## config.mk

```make
export PLATFORM = sky130hd
export DESIGN_NAME = rom_download_ctrl
export DESIGN_NICKNAME = d
export VERILOG_FILES = /design/src/rtl/rom_download_ctrl.sv
export SDC_FILE = /design/constraint.sdc
export NUM_CORES = 1
export LEC_CHECK = 0
export CAP_MARGIN = 0
export CORE_ASPECT_RATIO = 0.7
export CORE_MARGIN = 8
export CORE_UTILIZATION = 45
export DETAILED_ROUTE_END_ITERATION = 12
export PLACE_DENSITY = 0.82
export RECOVER_POWER = 25
export SLEW_MARGIN = 25
export SYNTH_ARGS = -nofsm -noshare
export SYNTH_HDL_FRONTEND = slang
export SYNTH_SLANG_ARGS = --single-unit
```

## constraint.sdc

```tcl
create_clock -name CLK -period 3.65 [get_ports CLK]
set_input_delay 0.365 -clock CLK [delete_from_list [all_inputs] [get_ports CLK]]
set_output_delay 0.365 -clock CLK [all_outputs]
set_load 0.05 [all_outputs]
```

## src/rtl/rom_download_ctrl.sv

```systemverilog
// Converts host download strobes into toggle-handshake 16-bit ROM writes, tracks size/header offset,
// and seeds backup RAM after reset or download start. One word in flight; dl_wait holds off the host.
module rom_download_ctrl #(
  parameter int ADDR_W   = 24,
  parameter int HDR_SIZE = 512
) (
  input  logic              CLK,
  input  logic              RESET_N,
  input  logic              dl_active,
  input  logic              dl_wr,
  input  logic [15:0]       dl_data,
  input  logic              swap_en,
  output logic              dl_wait,
  output logic [ADDR_W-1:0] mem_addr,
  output logic [15:0]       mem_din,
  output logic              mem_req,
  input  logic              mem_ack,
  output logic [7:0]        rom_sz,
  output logic [ADDR_W-1:0] rd_offset,
  output logic              rom_valid,
  output logic              overflow,
  output logic [2:0]        bram_init_addr,
  output logic [15:0]       bram_init_data,
  output logic              bram_init_we
);

  typedef enum logic [1:0] {IDLE, ISSUE, WAIT_ACK} state_t;

  localparam logic [ADDR_W-1:0] LAST_ADDR    = {{(ADDR_W-1){1'b1}}, 1'b0};
  localparam logic [63:0]       HDR_MOD_MASK = 64'(HDR_SIZE) * 64'd16 - 64'd1;

  state_t            state, state_nxt;
  logic              dl_active_d;
  logic              fin_pend;
  logic [ADDR_W-1:0] count;
  logic [63:0]       count_wide;
  logic [3:0]        init_cnt;
  logic              dl_rise, dl_fall, ack_match, accept, issue_go, ack_done, finalize;

  function automatic logic [7:0] rev8(input logic [7:0] b);
    logic [7:0] r;
    for (int i = 0; i < 8; i++) r[i] = b[7-i];
    return r;
  endfunction

  assign count_wide = 64'(count);

  always_comb begin
    dl_rise   = dl_active & ~dl_active_d;
    dl_fall   = ~dl_active & dl_active_d;
    ack_match = (mem_ack == mem_req);
    accept    = (state == IDLE) & dl_wr & dl_active & ~dl_rise;
    // ISSUE also waits for a matched ack so a stale request can never be toggled twice
    issue_go  = (state == ISSUE) & ack_match;
    ack_done  = (state == WAIT_ACK) & ack_match;
    finalize  = (fin_pend | dl_fall) & ~dl_active & (state == IDLE);
    state_nxt = state;
    case (state)
      IDLE:     if (accept) state_nxt = overflow ? WAIT_ACK : ISSUE;
      ISSUE:    if (issue_go) state_nxt = WAIT_ACK;
      WAIT_ACK: if (ack_match) state_nxt = IDLE;
      default:  state_nxt = IDLE;
    endcase
    if (dl_rise) state_nxt = IDLE;
  end

  always_ff @(posedge CLK or negedge RESET_N) begin
    if (!RESET_N) begin
      state       <= IDLE;
      dl_active_d <= 1'b0;
      fin_pend    <= 1'b0;
      count       <= '0;
      init_cnt    <= '0;
      dl_wait     <= 1'b0;
      mem_req     <= 1'b0;
      mem_addr    <= '0;
      mem_din     <= '0;
      rom_sz      <= '0;
      rd_offset   <= '0;
      rom_valid   <= 1'b0;
      overflow    <= 1'b0;
    end else begin
      state       <= state_nxt;
      dl_active_d <= dl_active;
      if (dl_rise) begin
        count     <= '0;
        overflow  <= 1'b0;
        rom_valid <= 1'b0;
        init_cnt  <= '0;
        fin_pend  <= 1'b0;
        dl_wait   <= 1'b0;
      end else begin
        if (init_cnt != 4'd8) init_cnt <= init_cnt + 4'd1;
        if (accept) begin
          mem_din <= swap_en ? {rev8(dl_data[15:8]), rev8(dl_data[7:0])} : dl_data;
          dl_wait <= 1'b1;
          if (!overflow && count == LAST_ADDR) overflow <= 1'b1;
        end
        if (issue_go) begin
          mem_addr <= count;
          mem_req  <= ~mem_req;
        end
        // the word at the top address is written but leaves count parked there
        if (ack_done) begin
          dl_wait <= 1'b0;
          if (!overflow) count <= count + ADDR_W'(2);
        end
        if (finalize) begin
          rom_sz    <= count_wide[23:16];
          rd_offset <= ((count_wide & HDR_MOD_MASK) == 64'(HDR_SIZE)) ? ADDR_W'(HDR_SIZE) : '0;
          rom_valid <= 1'b1;
          fin_pend  <= 1'b0;
        end else if (dl_fall) begin
          fin_pend  <= 1'b1;
        end
      end
    end
  end

  always_comb begin
    bram_init_addr = init_cnt[3:1];
    bram_init_we   = init_cnt[0] & ~init_cnt[3];
    case (init_cnt[3:1])
      3'd0:    bram_init_data = 16'h4855;
      3'd1:    bram_init_data = 16'h424D;
      3'd2:    bram_init_data = 16'h0088;
      3'd3:    bram_init_data = 16'h1080;
      default: bram_init_data = 16'h0000;
    endcase
  end

endmodule
```

==> impl_metrics.json, run 1 <==
{
  "fin_crit_ns": 2.611,
  "drc": 0,
  "dieArea_um2": 12630,
  "globalplace.congestion": 0.7950,
  "core.rowCount": 29,
  "die_x_um": 131.0,
  "synth_edf_count": 0,
  "cp_cell_sequence": "dlygate4sd3_1 -> ha_1 -> buf_4 -> a31oi_2 -> buf_4 -> or4_1 -> a21oi_1",
  "min_from": "rom_sz[0]",
  "tightest_slew_ns": 2.021,
  "finClkSkew_ns": 0.005677,
  "dpl.hpwl_mm": 6.992,
  "avgRoutedWirePerCell_um": 16.74,
  "worst_setup_path_start_kind": "input port",
  "relSlewSlack": -0.3471,
  "dp_slack_ns": 0.7702,
  "drv_slew": 84,
  "path_buf_inv": 3,
  "via_per_inst": 5.309,
  "p_per_area_nw_per_um2": 757.0,
  "synth.distinct_cells": 46,
  "cts_num_sinks": 83,
  "drive_above_1_share": 0.1132,
  "status": "finished, violations left",
  "cp_common_cell": "buf_4",
  "drv_cap": 1,
  "routed_wl_mm": 9.908,
  "grt_usage": 0.1601,
  "p_leak_nw": 2.356,
  "r2r_cells": 7,
  "path_clk_slew_ns": 0.06,
  "crit_type": "in -> reg",
  "violations": "capacitance limit, slew limit",
  "met1_usage": 0.2050,
  "ys_seq_elements": 83,
  "cp_top_family": "buffers and inverters",
  "ant_nets": 0,
  "grtUsageMet2": 0.2578,
  "hold_buffers": 0,
  "syn_inst": 389,
  "fp.coreArea_um2": 9035,
  "die_h_um": 96.47,
  "async_reset_ff_frac": 1.000,
  "ys_seq_area_frac": 0.4989,
  "clk-insertion-delay-late_ns": 0.33,
  "start_util": 0.4607,
  "critPathRequiredTime_ns": 3.90,
  "hp-class": "reg -> reg",
  "rsz0062_at_grt": "false",
  "cts_made_buffers": 9,
  "grt_pass1_vias": 3157,
  "top_usage_layer": "met2",
  "max_freq_mhz": 383.0,
  "cp-endpoint": "count[12]",
  "worst_setup_path_end_kind": "flop",
  "vias": 3143,
  "setup_ws_ns": 1.039,
  "io_buffers": 87,
  "rr_startpoint": "dl_active_d",
  "max_stage_delay_ns": 0.62,
  "post-route-period-util": 0.7154,
  "syn_to_final_growth_pct": 27.65,
  "ys_warn_count": 0,
  "hold_violations": 0,
  "ir_drop_mv": 0.6585,
  "cts_resized": 0,
  "worst_path_max_delay_cell": "dlygate4sd3_1",
  "clockBufferDepth": 2,
  "final_area_um2": 5314,
  "dr.pass1.iters": 4,
  "p_total_w": 0.004023,
  "setup_viol": 0,
  "cts-root-buf": "clkbuf_16",
  "tritoncts": "yes",
  "cp.depth": 7,
  "n_antenna_cell": 0,
  "nets": 490,
  "met3_usage": 0.05208,
  "setup-tns-final_ns": 0,
  "reg2reg_to": "count[12]",
  "grt_overflow": 0,
  "cts_setup_buffers": 0,
  "io_pins": 118,
  "syn_area_um2": 4163,
  "placed_area_um2": 4972,
  "worstPathMaxFanout": 41,
  "drt_iter0_drc": 163,
  "crit_arrival_ns": 2.86,
  "synth_flop_cell": "dfrtp_1",
  "grt_max_degree": 84,
  "cts_max_level": 3,
  "grt_pass1_wl_mm": 16.02,
  "synth.avg_cell_area_um2": 10.70,
  "cp-startpoint": "dl_active",
  "antenna_found_initial": 0,
  "ff2ff_setup_slack_ns": 1.29
}
power breakdown:
| group | total [W] | internal [W] | switching, W | leakage (nW) |
|---|---|---|---|---|
| sequential | 0.00124 | 0.00108 | 0.000168 | 1.09 |
| clock | 0.00104 | 0.000688 | 0.000350 | 0.163 |
| combinational | 0.00174 | 0.000551 | 0.00119 | 1.10 |
| total | 0.00402 | 0.00232 | 0.00171 | 2.36 |
registers in the layout, indices dropped and copies added, names as in the netlist:
register,flops
state,2
mem_req,1
rd_offset,1
count,23
dl_wait,1
fin_pend,1
dl_active_d,1
rom_sz,8
mem_din,16
init_cnt,4
rom_valid,1
mem_addr,23
overflow,1
worst min path at each step:
stage                              end  slack [ns]  cells after the start
after floorplan              count[10]        0.07                      0
after global placement       rom_sz[0]        0.47                      1
final                        rom_sz[0]        0.49                      1
after CTS                 mem_addr[18]        0.25                      1
after global routing       mem_addr[4]        0.52                      1
after detailed placement     rom_sz[0]        0.48                      1
placed cells by master, fill, tap and decap left out, drive strengths merged, types with 2 or more instances in the layout:
cell,n
clkdlybuf4s50,85
dfrtp,83
a21oi,39
nor2,35
conb,30
mux2,30
mux2i,18
o31ai,14
or4,14
clkbuf,13
nand2,12
inv,9
o21ai,9
nand3,8
nand4,8
or3,6
and4,5
ha,5
buf,5
nor4,5
nor3,4
xor2,3
bufinv,3
xnor2,3
nor2b,2
and3,2
nand3b,2
cell type report:
type | instances | area [µm²]
Clock buffer | 12 | 246.5
Clock inverter | 4 | 97.59
Fill cell | 753 | 3721
Inverter | 9 | 33.78
Multi-Input combinational cell | 268 | 1800
Sequential cell | 83 | 2077
Tap cell | 124 | 155.1
Timing Repair Buffer | 92 | 903.4
stage by stage:
stage | hold WS (ns) | util | cells
after detailed placement | 0.4782 | 0.5503 | 576
after CTS | 0.2473 | 0.5884 | 592
after global placement | 0.4659 | 0.5503 | 576
after global routing | 0.5180 | 0.5881 | 592
after floorplan | 0.06941 | - | 418
final | 0.4891 | 0.5881 | 592
synthesized netlist by cell type, types with 3 or more instances:
| master | count | area, µm² |
|---|---|---|
| xor2_1 | 3 | 26.28 |
| nor3_1 | 3 | 15.01 |
| nand4_1 | 8 | 50.05 |
| nand2_1 | 12 | 45.04 |
| or3_1 | 6 | 37.54 |
| and4_1 | 5 | 43.79 |
| mux2_2 | 25 | 281.5 |
| clkbuf_1 | 9 | 33.78 |
| buf_2 | 9 | 45.04 |
| o31ai_1 | 14 | 105.1 |
| buf_4 | 39 | 292.8 |
| or4_1 | 14 | 105.1 |
| dfrtp_1 | 83 | 2077 |
| o21ai_0 | 9 | 45.04 |
| nor2_1 | 35 | 131.4 |
| nor4_1 | 4 | 25.02 |
| ha_1 | 5 | 62.56 |
| mux2i_1 | 18 | 180.2 |
| nand3_1 | 8 | 40.04 |
| a21oi_1 | 39 | 195.2 |
| inv_1 | 9 | 33.78 |
| mux2_1 | 5 | 56.30 |
logic make-up (layout without fill, tap and decap cells):
family / after synthesis / count (layout) / share of synthesized area
adders and majority gates: 5 / 5 / 0.01503
xor gates and xnor gates: 6 / 6 / 0.01443
and+or+nand+nor: 108 / 108 / 0.1476
buffers and inverters: 67 / 117 / 0.09828
other: 1 / 30 / 0.0009008
muxes: 48 / 48 / 0.1244
AOI/OAI and AO/OA: 71 / 71 / 0.1004
DFF: 83 / 83 / 0.4989
metal layers:
| metal | up-vias | part of all wire |
|---|---|---|
| met3 | 12 | 0.069 |
| met1 | 1556 | 0.43 |
| met5 | - | 0 |
| met4 | 0 | 0.010 |
| met2 | 90 | 0.49 |
| li1 | 1485 | - |
No activity file was read; power rests on OpenSTA's default activity.
==> run 2, diff against run 1 <==
- clock period: 3.65 -> 2.5 ns (I/O delays scaled with it)
==> impl_metrics.json, run 2 (synthesis results as in run 1) <==
{
  "cp_cell_sequence": "nor2b_1 -> and2_1 -> clkdlybuf4s50_1",
  "layout_common_cells": "85 x clkdlybuf4s50_1, 83 x dfrtp_1, 39 x a21oi_1",
  "max_freq_mhz": 447.7,
  "worst_setup_path_end_kind": "primary output",
  "hold_violations": 0,
  "ir_drop_mv": 1.113,
  "fillCellCount": 770,
  "final_common_cell": "clkdlybuf4s50_1",
  "drv_cap": 0,
  "grt_pass1_wl_mm": 15.13,
  "cts_made_buffers": 9,
  "nets": 497,
  "dr.max_layer_used": "met4",
  "status": "completed",
  "post-route-period-util": 0.8935,
  "antenna_found_initial": 0,
  "n_antenna_cell": 0,
  "cts_num_sinks": 83,
  "die_x_um": 131.0,
  "io_pins": 118,
  "via_per_inst": 5.255,
  "fin_crit_ns": 2.234,
  "worst_setup_path_start_kind": "flop",
  "setup_ws_ns": 0.2663,
  "max_stage_delay_ns": 0.80,
  "finClkSkew_ns": 0.004647,
  "syn_to_final_growth_pct": 27.56,
  "p_seq_frac": 0.325,
  "clk-insertion-delay-late_ns": 0.33,
  "crit_type": "reg -> out",
  "grt_overflow": 0,
  "vias": 3148,
  "io_buffers": 87,
  "netSwitchingPower_w": 0.002455,
  "drc": 0,
  "reg_top3": "count: 23 flops, mem_addr: 23 flops, mem_din: 16 flops",
  "cts_max_level": 3,
  "p_total_w": 0.005576,
  "setup-tns-final_ns": 0,
  "wl_met3_um": 650,
  "start_util": 0.4607,
  "path_buf_inv": 1,
  "final_cells": 599,
  "regArea_um2": 2077,
  "combinationalPowerShare": 0.458,
  "wl_met2_mm": 4.673,
  "cts_setup_buffers": 0,
  "avgRoutedWirePerCell_um": 15.85,
  "met1_length_mm": 4.082,
  "dr.pass1.iters": 4,
  "dp_slack_ns": 0.2012,
  "tritoncts": "yes",
  "ant_nets": 0,
  "dieArea_um2": 12630,
  "pwr-share-clk": 0.217,
  "routed_wl_mm": 9.494,
  "p_leak_nw": 2.365,
  "relSlewSlack": 0.3755,
  "setup_viol": 0,
  "cts_resized": 0,
  "cts-root-buf": "clkbuf_16",
  "path_clk_slew_ns": 0.06,
  "switching_share": 0.4402,
  "grt_usage": 0.1533,
  "tightest_slew_ns": 0.9368,
  "clockBufferDepth": 2,
  "fp.coreArea_um2": 9035,
  "hp-class": "reg -> reg",
  "cp_top_family": "buffers and inverters",
  "drive_above_1_share": 0.1200,
  "worst_path_max_delay_cell": "clkdlybuf4s50_1",
  "dpl.hpwl_mm": 6.932,
  "dpl.cell_count": 582,
  "core.rowCount": 29,
  "internal_power_w": 0.003121,
  "critPathRequiredTime_ns": 2.25,
  "grt_max_degree": 71,
  "worstPathMaxFanout": 10,
  "multi_input_area_um2": 1800,
  "die_h_um": 96.47,
  "globalplace.congestion": 0.7943,
  "crit_arrival_ns": 1.98,
  "rsz0062_at_grt": "false",
  "drv_slew": 0,
  "p_per_area_nw_per_um2": 1050,
  "drt_iter0_drc": 212,
  "grt_pass1_vias": 3059
}
-- run 2: path summary, 6_finish.rpt --
kind | from | to | slack, ns | cells past startpoint
setup reg to reg | dl_active_d | count[23] | 0.55 | 6
hold reg to reg | mem_addr[5] | mem_addr[5] | 0.49 | 2
max in group asynchronous | RESET_N | dl_wait | 0.54 | 3
setup / recovery | init_cnt[2] | bram_init_data[12] | 0.27 | 3
min in group asynchronous | RESET_N | mem_addr[17] | 0.50 | 2
hold / removal | mem_addr[5] | mem_addr[5] | 0.49 | 2
-- run 2: power by group through the flow --
stage,clock network [W],registers (W),logic (W)
6_report,0.00121,0.00181,0.00256
3_5_place_dp,0,0.00183,0.00258
5_1_grt,0.00130,0.00184,0.00271
4_1_cts,0.00125,0.00181,0.00259
2_1_floorplan,0,0.00234,0.00132
3_3_place_gp,0,0.00182,0.00254
-- run 2: per-stage QoR --
| step | hold WS (ns) | instance area (µm²) | util |
|---|---|---|---|
| after floorplan | -0.04559 | 4272 | - |
| after global placement | 0.1091 | 5042 | 0.5581 |
| after detailed placement | 0.1108 | 5042 | 0.5581 |
| after CTS | 0.2942 | 5326 | 0.5895 |
| after global routing | 0.5046 | 5310 | 0.5877 |
| final | 0.4859 | 5310 | 0.5877 |
-- run 2: routing by layer --
| layer | vias to the layer above | track usage |
|---|---|---|
| met5 | - | 0 |
| met4 | 0 | 0.04757 |
| met3 | 9 | 0.05537 |
| met2 | 101 | 0.2480 |
| met1 | 1541 | 0.1895 |
| li1 | 1497 | - |
-- run 2: cell type report --
type                            count  share of cell area
Sequential cell                    83              0.3911
Multi-Input combinational cell    268              0.3391
Timing Repair Buffer               99              0.1826
Clock buffer                       14             0.04972
Tap cell                          124             0.02922
Inverter                            9            0.006362
Clock inverter                      2            0.001885
-- run 2: worst min-delay path: cells and delay by family (launching register included) --
kind / cells / cell delay (ns)
DFF: 1 / 0.34
and+or+nand+nor: 1 / 0.05
AOI/OAI and AO/OA: 1 / 0.06
-- run 2: repair_timing --
action                                  in CTS  in global routing
hold buffers                                 1                  0
hold endpoints to repair                    13                  0
endpoints found under the setup margin       0                  0
